$ cat src/rtl/spi_tx_shifter.sv
// rtl/spi_tx_shifter.sv - mode-0 SPI word transmitter timed by an edge-detected divider clock
module spi_tx_shifter #(
  parameter int DATA_W = 16,
  parameter int CNT_W  = $clog2(DATA_W)
) (
  input  logic              clk,
  input  logic              rst,
  input  logic              div_clk,
  input  logic [DATA_W-1:0] tx_data,
  input  logic              tx_valid,
  output logic              tx_ready,
  output logic              sclk,
  output logic              mosi,
  output logic              cs_n,
  output logic              busy,
  output logic              done
);

  typedef enum logic [1:0] {IDLE, SETUP, SHIFT, HOLD} state_t;

  state_t            state, state_d;
  logic              div_q;
  logic [DATA_W-1:0] shreg, shreg_d;
  logic [CNT_W-1:0]  bitcnt, bitcnt_d;
  logic              tx_ready_d, sclk_d, mosi_d, cs_n_d, busy_d, done_d;
  logic              rise, fall, accept;

  // div_clk is only a timing reference; edges are found against its registered copy
  assign rise   = div_clk & ~div_q;
  assign fall   = ~div_clk & div_q;
  assign accept = tx_valid & tx_ready;

  always_ff @(posedge clk) begin
    if (rst) begin
      state    <= IDLE;
      div_q    <= 1'b0;
      shreg    <= '0;
      bitcnt   <= '0;
      tx_ready <= 1'b1;
      sclk     <= 1'b0;
      mosi     <= 1'b0;
      cs_n     <= 1'b1;
      busy     <= 1'b0;
      done     <= 1'b0;
    end else begin
      state    <= state_d;
      div_q    <= div_clk;
      shreg    <= shreg_d;
      bitcnt   <= bitcnt_d;
      tx_ready <= tx_ready_d;
      sclk     <= sclk_d;
      mosi     <= mosi_d;
      cs_n     <= cs_n_d;
      busy     <= busy_d;
      done     <= done_d;
    end
  end

  always_comb begin
    state_d = state;
    case (state)
      IDLE:    if (accept) state_d = SETUP;
      SETUP:   if (fall) state_d = SHIFT;
      SHIFT:   if (fall && bitcnt == '0) state_d = HOLD;
      HOLD:    if (fall) state_d = IDLE;
      default: state_d = IDLE;
    endcase
  end

  always_comb begin
    shreg_d    = shreg;
    bitcnt_d   = bitcnt;
    tx_ready_d = tx_ready;
    sclk_d     = sclk;
    mosi_d     = mosi;
    cs_n_d     = cs_n;
    busy_d     = busy;
    done_d     = 1'b0;
    case (state)
      IDLE: begin
        sclk_d     = 1'b0;
        cs_n_d     = 1'b1;
        tx_ready_d = 1'b1;
        busy_d     = 1'b0;
        // First bit is presented together with cs_n so it has a full low phase of setup
        if (accept) begin
          shreg_d    = tx_data;
          bitcnt_d   = CNT_W'(DATA_W - 1);
          tx_ready_d = 1'b0;
          busy_d     = 1'b1;
          cs_n_d     = 1'b0;
          mosi_d     = tx_data[DATA_W-1];
        end
      end
      SETUP: begin
        cs_n_d = 1'b0;
        mosi_d = shreg[DATA_W-1];
      end
      SHIFT: begin
        if (rise) begin
          sclk_d = 1'b1;
        end else if (fall) begin
          sclk_d = 1'b0;
          if (bitcnt != '0) begin
            shreg_d  = shreg << 1;
            mosi_d   = shreg[DATA_W-2];
            bitcnt_d = bitcnt - CNT_W'(1);
          end
        end
      end
      HOLD: begin
        sclk_d = 1'b0;
        if (fall) begin
          cs_n_d     = 1'b1;
          mosi_d     = 1'b0;
          done_d     = 1'b1;
          busy_d     = 1'b0;
          tx_ready_d = 1'b1;
        end
      end
      default: ;
    endcase
  end

endmodule
$ cat config.mk
export PLATFORM = sky130hd
export DESIGN_NAME = spi_tx_shifter
export DESIGN_NICKNAME = d
export VERILOG_FILES = /design/src/rtl/spi_tx_shifter.sv
export SDC_FILE = /design/constraint.sdc
export NUM_CORES = 1
export LEC_CHECK = 0
export CAP_MARGIN = 20
export CELL_PAD_IN_SITES_DETAIL_PLACEMENT = 1
export CELL_PAD_IN_SITES_GLOBAL_PLACEMENT = 1
export CORE_UTILIZATION = 40
export DETAILED_ROUTE_END_ITERATION = 6
export DONT_BUFFER_PORTS = 1
export HOLD_SLACK_MARGIN = 0.05
export PLACE_DENSITY = 0.76
export SLEW_MARGIN = 15
export SYNTH_ARGS = -nofsm -noshare
export SYNTH_HDL_FRONTEND = slang
export SYNTH_SLANG_ARGS = --single-unit
$ cat constraint.sdc
create_clock -name clk -period 2.6 [get_ports clk]
set_input_delay 0.52 -clock clk [delete_from_list [all_inputs] [get_ports clk]]
set_output_delay 0.52 -clock clk [all_outputs]
set_load 0.05 [all_outputs]
==> results of run 1 <==
cell families (layout without fill, tap and decap cells):
| kind of cell | count (synthesis) | count (layout) | share of synthesized area |
|---|---|---|---|
| AOI/OAI and AO/OA | 59 | 59 | 0.286 |
| adders and majority gates | 9 | 9 | 0.0720 |
| buffers and inverters | 21 | 21 | 0.0656 |
| DFF | 29 | 29 | 0.371 |
| muxes | 17 | 17 | 0.109 |
| and+or+nand+nor | 27 | 27 | 0.0968 |
cells in the mapped netlist (all sizes together), types with 2 or more instances:
master and number:
inv 8, a31oi 2, dfxtp 29, o21ai 4
ha 9, and3 3, a211oi 18, a21oi 20
nor2 7, clkbuf 3, nor2b 2, buf 10
mux2i 17, nand2b 2, nand2 6
per-stage QoR:
stage                     instance area (µm²)  hold WS [ps]  setup WS (ps)  total power [mW]
after floorplan                          1560           481            727              1.82
after global placement                   1590           501            592              1.94
after detailed placement                 1590           511            427              2.02
after CTS                                1670           300            390              2.38
after global routing                     1670           300            209              2.55
final                                    1670           312            405              2.36
routing by layer:
metal	wire length [µm]	track usage	up-vias	share of wire
li1	-	-	596	-
met1	1610	0.224	598	0.44
met2	1830	0.336	25	0.50
met3	137	0.0440	7	0.038
met4	53	0.0861	0	0.015
met5	0	0	-	0
where the power goes:
part / switching, mW / internal (mW)
Sequential: 0.179 / 0.606
Combinational: 0.724 / 0.505
Clock: 0.154 / 0.190
Total: 1.06 / 1.30
registers in the layout (all words and copies together) (netlist names):
| signal | flops |
|---|---|
| bitcnt | 4 |
| busy | 1 |
| cs_n | 1 |
| div_q | 1 |
| done | 1 |
| mosi | 1 |
| sclk | 1 |
| shreg | 16 |
| state | 2 |
| tx_ready | 1 |
final cells by class:
class                           instances  area (µm²)
Clock buffer                            8        80.1
Timing Repair Buffer                    5        37.5
Sequential cell                        29         581
Tap cell                               48        60.1
Inverter                                8        30.0
Multi-Input combinational cell        112         881
Fill cell                             439        2050
how the worst max path moves through the flow:
stage / startpoint / slack [ps] / to / depth (start not counted)
floorplan: state[0] / 730 / bitcnt[2] / 9
global placement: state[0] / 590 / bitcnt[1] / 6
detailed placement: state[0] / 430 / bitcnt[1] / 7
CTS: state[0] / 390 / bitcnt[1] / 7
global route: state[0] / 210 / bitcnt[1] / 7
finish: state[0] / 410 / bitcnt[1] / 7
==> flow_metrics.py, run 1 <==
metrics = {
    "worst_setup_path": {
        "start_kind": "register",
        "rr_endpoint": "bitcnt[1]",
        "crit_type": "reg -> reg",
        "cpPeakStageDelay_ps": 410,
        "reg2reg_slack_ps": 410,
        "path_buf_inv": 3,
        "cp.arrival_ps": 2360,
        "cpMaxStageDelayCell": "a31o_1",
        "cp_top_family": "compound AO/OA/AOI/OAI gates",
        "path_cells": "inv_1 -> ha_1 -> buf_4 -> a31o_1 -> buf_4 -> a21oi_1 -> a311oi_1",
        "reg2reg_from": "state[0]",
        "path_max_fanout": 13,
        "worstPathRequired_ps": 2770,
        "reg2regPathDepth": 7,
        "cp_common_cell": "buf_4",
        "crit_path_end_kind": "register",
    },
    "power": {
        "leakage_nw": 0.609,
        "peakVddDrop_v": 0.000346,
        "pwr_density_cell_nw_per_um2": 1410,
    },
    "finish": {
        "antennaDiodeCount": 0,
        "final_cell_mix": "dfxtp_1 (29), a21oi_1 (20), mux2i_1 (17)",
        "mostFrequentLayoutCell": "dfxtp_1",
        "post-route-util": 0.449,
        "drive_gt1_frac": 0.148,
        "synthToLayoutAreaGrowth_pct": 6.72,
        "fin_nets": 190,
        "fin_cells": 210,
    },
    "clocking": {
        "htree_levels": 2,
        "cts_buffer_depth": 2,
        "root_buffer": "clkbuf_8",
        "clkLatencyLatePin_ps": 270,
        "cts_num_sinks": 29,
        "cts_tree": "built",
        "cts_setup_buffers": 0,
        "postCtsResizedCells": 0,
        "numCtsBuffers": 5,
        "clkTransAtPathRegs_ps": 60,
        "cts_hold_buf": 0,
    },
    "sta": {
        "tns_ps": 0,
        "maxSlewViolCount": 0,
        "relSlewSlack": 0.635,
        "tightest_slew_ps": 547,
        "hold_viol_final": 0,
        "fin_skew_ps": 4.97,
        "period_share": 0.844,
        "fmax_ghz": 0.456,
        "setup_viol": 0,
        "min_period_ps": 2190,
        "grt_setup_unrepaired": "false",
    },
    "placed_design": {
        "place_congestion": 0.802,
        "dpl.cell_count": 202,
        "numPortBuffers": 0,
        "dpl.hpwl_um": 2670,
    },
    "logic_synthesis": {
        "synth_warnings": 0,
        "postSynthAreaPerCell_um2": 9.65,
        "synth_fp_nets": 191,
        "synth_cell_types": 40,
        "synthFlopType": "dfxtp_1",
        "ys_seq_area_frac": 0.371,
        "synth_top_cell_area_share": 0.371,
        "ys_ff_latch": 29,
        "netlist_instances": 162,
        "syn-cell-area_um2": 1560,
        "synth-edff-count": 0,
        "yosys-top-cells-area": "dfxtp_1 (37%), mux2i_1 (11%), a211oi_2 (8.0%), ha_1 (7.2%), a21oi_1 (6.4%)",
        "synthArstFlopShare": 0,
        "synth_top_area_cell": "dfxtp_1",
    },
    "routing": {
        "postRouteWirelength_um": 3630,
        "first_pass_iters": 6,
        "antenna_left": 0,
        "drt_first_iter_violations": 39,
        "routed_via_density": 5.84,
        "wl_per_cell_um": 17.3,
        "num_vias": 1226,
        "drcViolationCount": 0,
    },
    "global_routing": {
        "first_global_vias": 1327,
        "grt.overflow.total": 0,
        "grt_start_max_net_pins": 27,
        "track_usage": 0.193,
        "grt_pass1_wl_um": 6090,
        "antenna_found_initial": 0,
    },
    "outcome": {
        "status": "completed",
    },
    "worst_hold_path": {
        "min_from": "rst",
        "whs_path_depth": 1,
        "min_to": "div_q",
        "hold_path_class": "in -> reg",
    },
    "job": {
        "max-cap-violations": 0,
    },
    "floorplan": {
        "die_w_um": 64.5,
        "num_rows": 22,
        "die_area_um2": 4160,
        "ios": 26,
        "die_h_um": 64.5,
        "core_um2": 3720,
        "initial_core_util": 0.421,
    },
}
No activity file was read; power rests on OpenSTA's default activity.
==> inputs of run 2 (changes only) <==
==> constraint.sdc (replaced) <==
create_clock -name clk -period 2.1 [get_ports clk]
set_input_delay 0.42 -clock clk [delete_from_list [all_inputs] [get_ports clk]]
set_output_delay 0.42 -clock clk [all_outputs]
set_load 0.05 [all_outputs]
==> flow_metrics.py, run 2 (synthesis results as in run 1) <==
metrics = {
    "clocking": {
        "cts_tree": "built",
        "clkLatencyLatePin_ps": 270,
        "cts_num_sinks": 29,
        "cts_setup_buffers": 0,
        "numCtsBuffers": 5,
        "cts_buffer_depth": 2,
        "htree_levels": 2,
        "clkTransAtPathRegs_ps": 60,
        "root_buffer": "clkbuf_8",
    },
    "sta": {
        "hold_viol_final": 0,
        "min_period_ps": 1940,
        "fmax_ghz": 0.515,
        "tightest_slew_ps": 548,
        "setup_ws_ps": 156,
        "grt_setup_unrepaired": "false",
        "relSlewSlack": 0.635,
        "period_share": 0.926,
        "fin_skew_ps": 3.46,
        "maxSlewViolCount": 0,
        "tns_ps": 0,
        "setup_viol": 0,
        "fin_hold_ws_ps": 207,
    },
    "global_routing": {
        "grt.overflow.total": 0,
        "antenna_found_initial": 0,
        "first_global_vias": 1314,
        "grt_start_max_net_pins": 27,
        "track_usage": 0.196,
        "grt_pass1_wl_um": 6090,
    },
    "worst_setup_path": {
        "reg2reg_from": "bitcnt[0]",
        "reg2reg_slack_ps": 160,
        "rr_endpoint": "bitcnt[1]",
        "cpMaxStageDelayCell": "or3b_4",
        "crit_start": "bitcnt[0]",
        "crit_type": "reg -> reg",
        "crit_path_end_kind": "register",
        "path_cells": "inv_1 -> ha_1 -> or3b_4 -> a31o_1 -> and2_4 -> a311oi_1",
        "cp.arrival_ps": 2130,
        "start_kind": "register",
        "setup.worst_path.end": "bitcnt[1]",
        "path_max_fanout": 18,
        "reg2regPathDepth": 6,
        "cpPeakStageDelay_ps": 420,
        "worstPathRequired_ps": 2280,
    },
    "finish": {
        "mostFrequentLayoutCell": "dfxtp_1",
        "fillerInstances": 431,
        "fin_nets": 193,
        "synthToLayoutAreaGrowth_pct": 8.72,
        "reg.largest.list": "shreg: 16 flops, bitcnt: 4 flops, state: 2 flops",
        "fin_cells": 212,
        "regMostFlops": "shreg",
        "largest_reg_flops": 16,
        "fin_area_um2": 1700,
        "antennaDiodeCount": 0,
        "final_cell_mix": "dfxtp_1 (29), a21oi_1 (20), mux2i_1 (17)",
        "post-route-util": 0.458,
        "drive_gt1_frac": 0.177,
    },
    "floorplan": {
        "num_rows": 22,
        "die_area_um2": 4160,
        "die_w_um": 64.5,
        "core_um2": 3720,
        "ios": 26,
        "initial_core_util": 0.421,
        "die_h_um": 64.5,
    },
    "placed_design": {
        "placed_cell_area_um2": 1610,
        "dpl.cell_count": 205,
        "dpl.hpwl_um": 2620,
        "numPortBuffers": 0,
        "pre_cts_ws_ps": 215,
        "place_congestion": 0.839,
    },
    "power": {
        "p_int_mw": 1.69,
        "clkPwrFrac": 0.151,
        "pwr_density_cell_nw_per_um2": 1780,
        "seq_power_share": 0.323,
        "p_sw_mw": 1.34,
        "peakVddDrop_v": 0.000559,
        "power_frac_comb": 0.526,
        "swShare": 0.444,
        "power_mw": 3.03,
        "leakage_nw": 0.630,
    },
    "routing": {
        "wl_per_cell_um": 17.4,
        "num_vias": 1230,
        "antenna_left": 0,
        "postRouteWirelength_um": 3690,
        "first_pass_iters": 4,
        "drcViolationCount": 0,
        "drt_first_iter_violations": 46,
        "routed_via_density": 5.80,
    },
    "outcome": {
        "status": "completed",
    },
    "job": {
        "max-cap-violations": 0,
    },
    "worst_hold_path": {
        "hold_path_class": "in -> reg",
    },
}
[run 2: worst min path at each step]
stage | startpoint | endpoint | cells past startpoint
floorplan | bitcnt[0] | bitcnt[0] | 2
global placement | rst | shreg[6] | 1
detailed placement | rst | shreg[8] | 1
CTS | rst | shreg[7] | 1
global route | rst | shreg[7] | 1
finish | rst | shreg[8] | 1
[run 2: per-layer routing]
metal  global-route usage  wire length (µm)  vias up
li1                     -                 -      601
met1                0.211              1610      601
met2                0.358              1850       21
met3               0.0599               164        7
met4               0.0667                57        0
met5                    0                 0        -
[run 2: repair_timing]
item	in CTS	in global routing
gates resized for setup	0	1
hold buffers	0	0
endpoints found under the hold margin	0	0
setup endpoints to repair	0	4
[run 2: cell type report]
type,count,area (µm²),area share
multi-input cells,112,883,0.519
flip-flops and latches,29,581,0.341
clock buffers,7,86.3,0.0508
repair buffers,8,60.1,0.0353
well taps,48,60.1,0.0353
inverters,8,30.0,0.0177
[run 2: power groups by stage]
stage | Sequential, mW | Clock [mW] | Combinational [mW]
2_1_floorplan | 0.968 | 0 | 1.29
3_3_place_gp | 0.971 | 0 | 1.49
3_5_place_dp | 0.985 | 0 | 1.58
4_1_cts | 0.979 | 0.465 | 1.60
5_1_grt | 1.01 | 0.489 | 1.75
6_report | 0.977 | 0.457 | 1.59
[run 2: worst max-delay path, delay by kind of cell (launching register included)]
family | cells | cell delay (ps)
simple gates | 2 | 680
compound gates | 2 | 540
flops | 1 | 340
fa+ha+maj | 1 | 200
buf+inv | 1 | 90
==> inputs of run 3 (changes only) <==
--- a/config.mk
+++ b/config.mk
@@ -5,7 +5,6 @@
 export SDC_FILE = /design/constraint.sdc
 export NUM_CORES = 1
 export LEC_CHECK = 0
-export CAP_MARGIN = 20
 export CELL_PAD_IN_SITES_DETAIL_PLACEMENT = 1
 export CELL_PAD_IN_SITES_GLOBAL_PLACEMENT = 1
 export CORE_UTILIZATION = 40
==> results of run 3 <==
Final layout, timing and power as in run 2 (identical DEF).
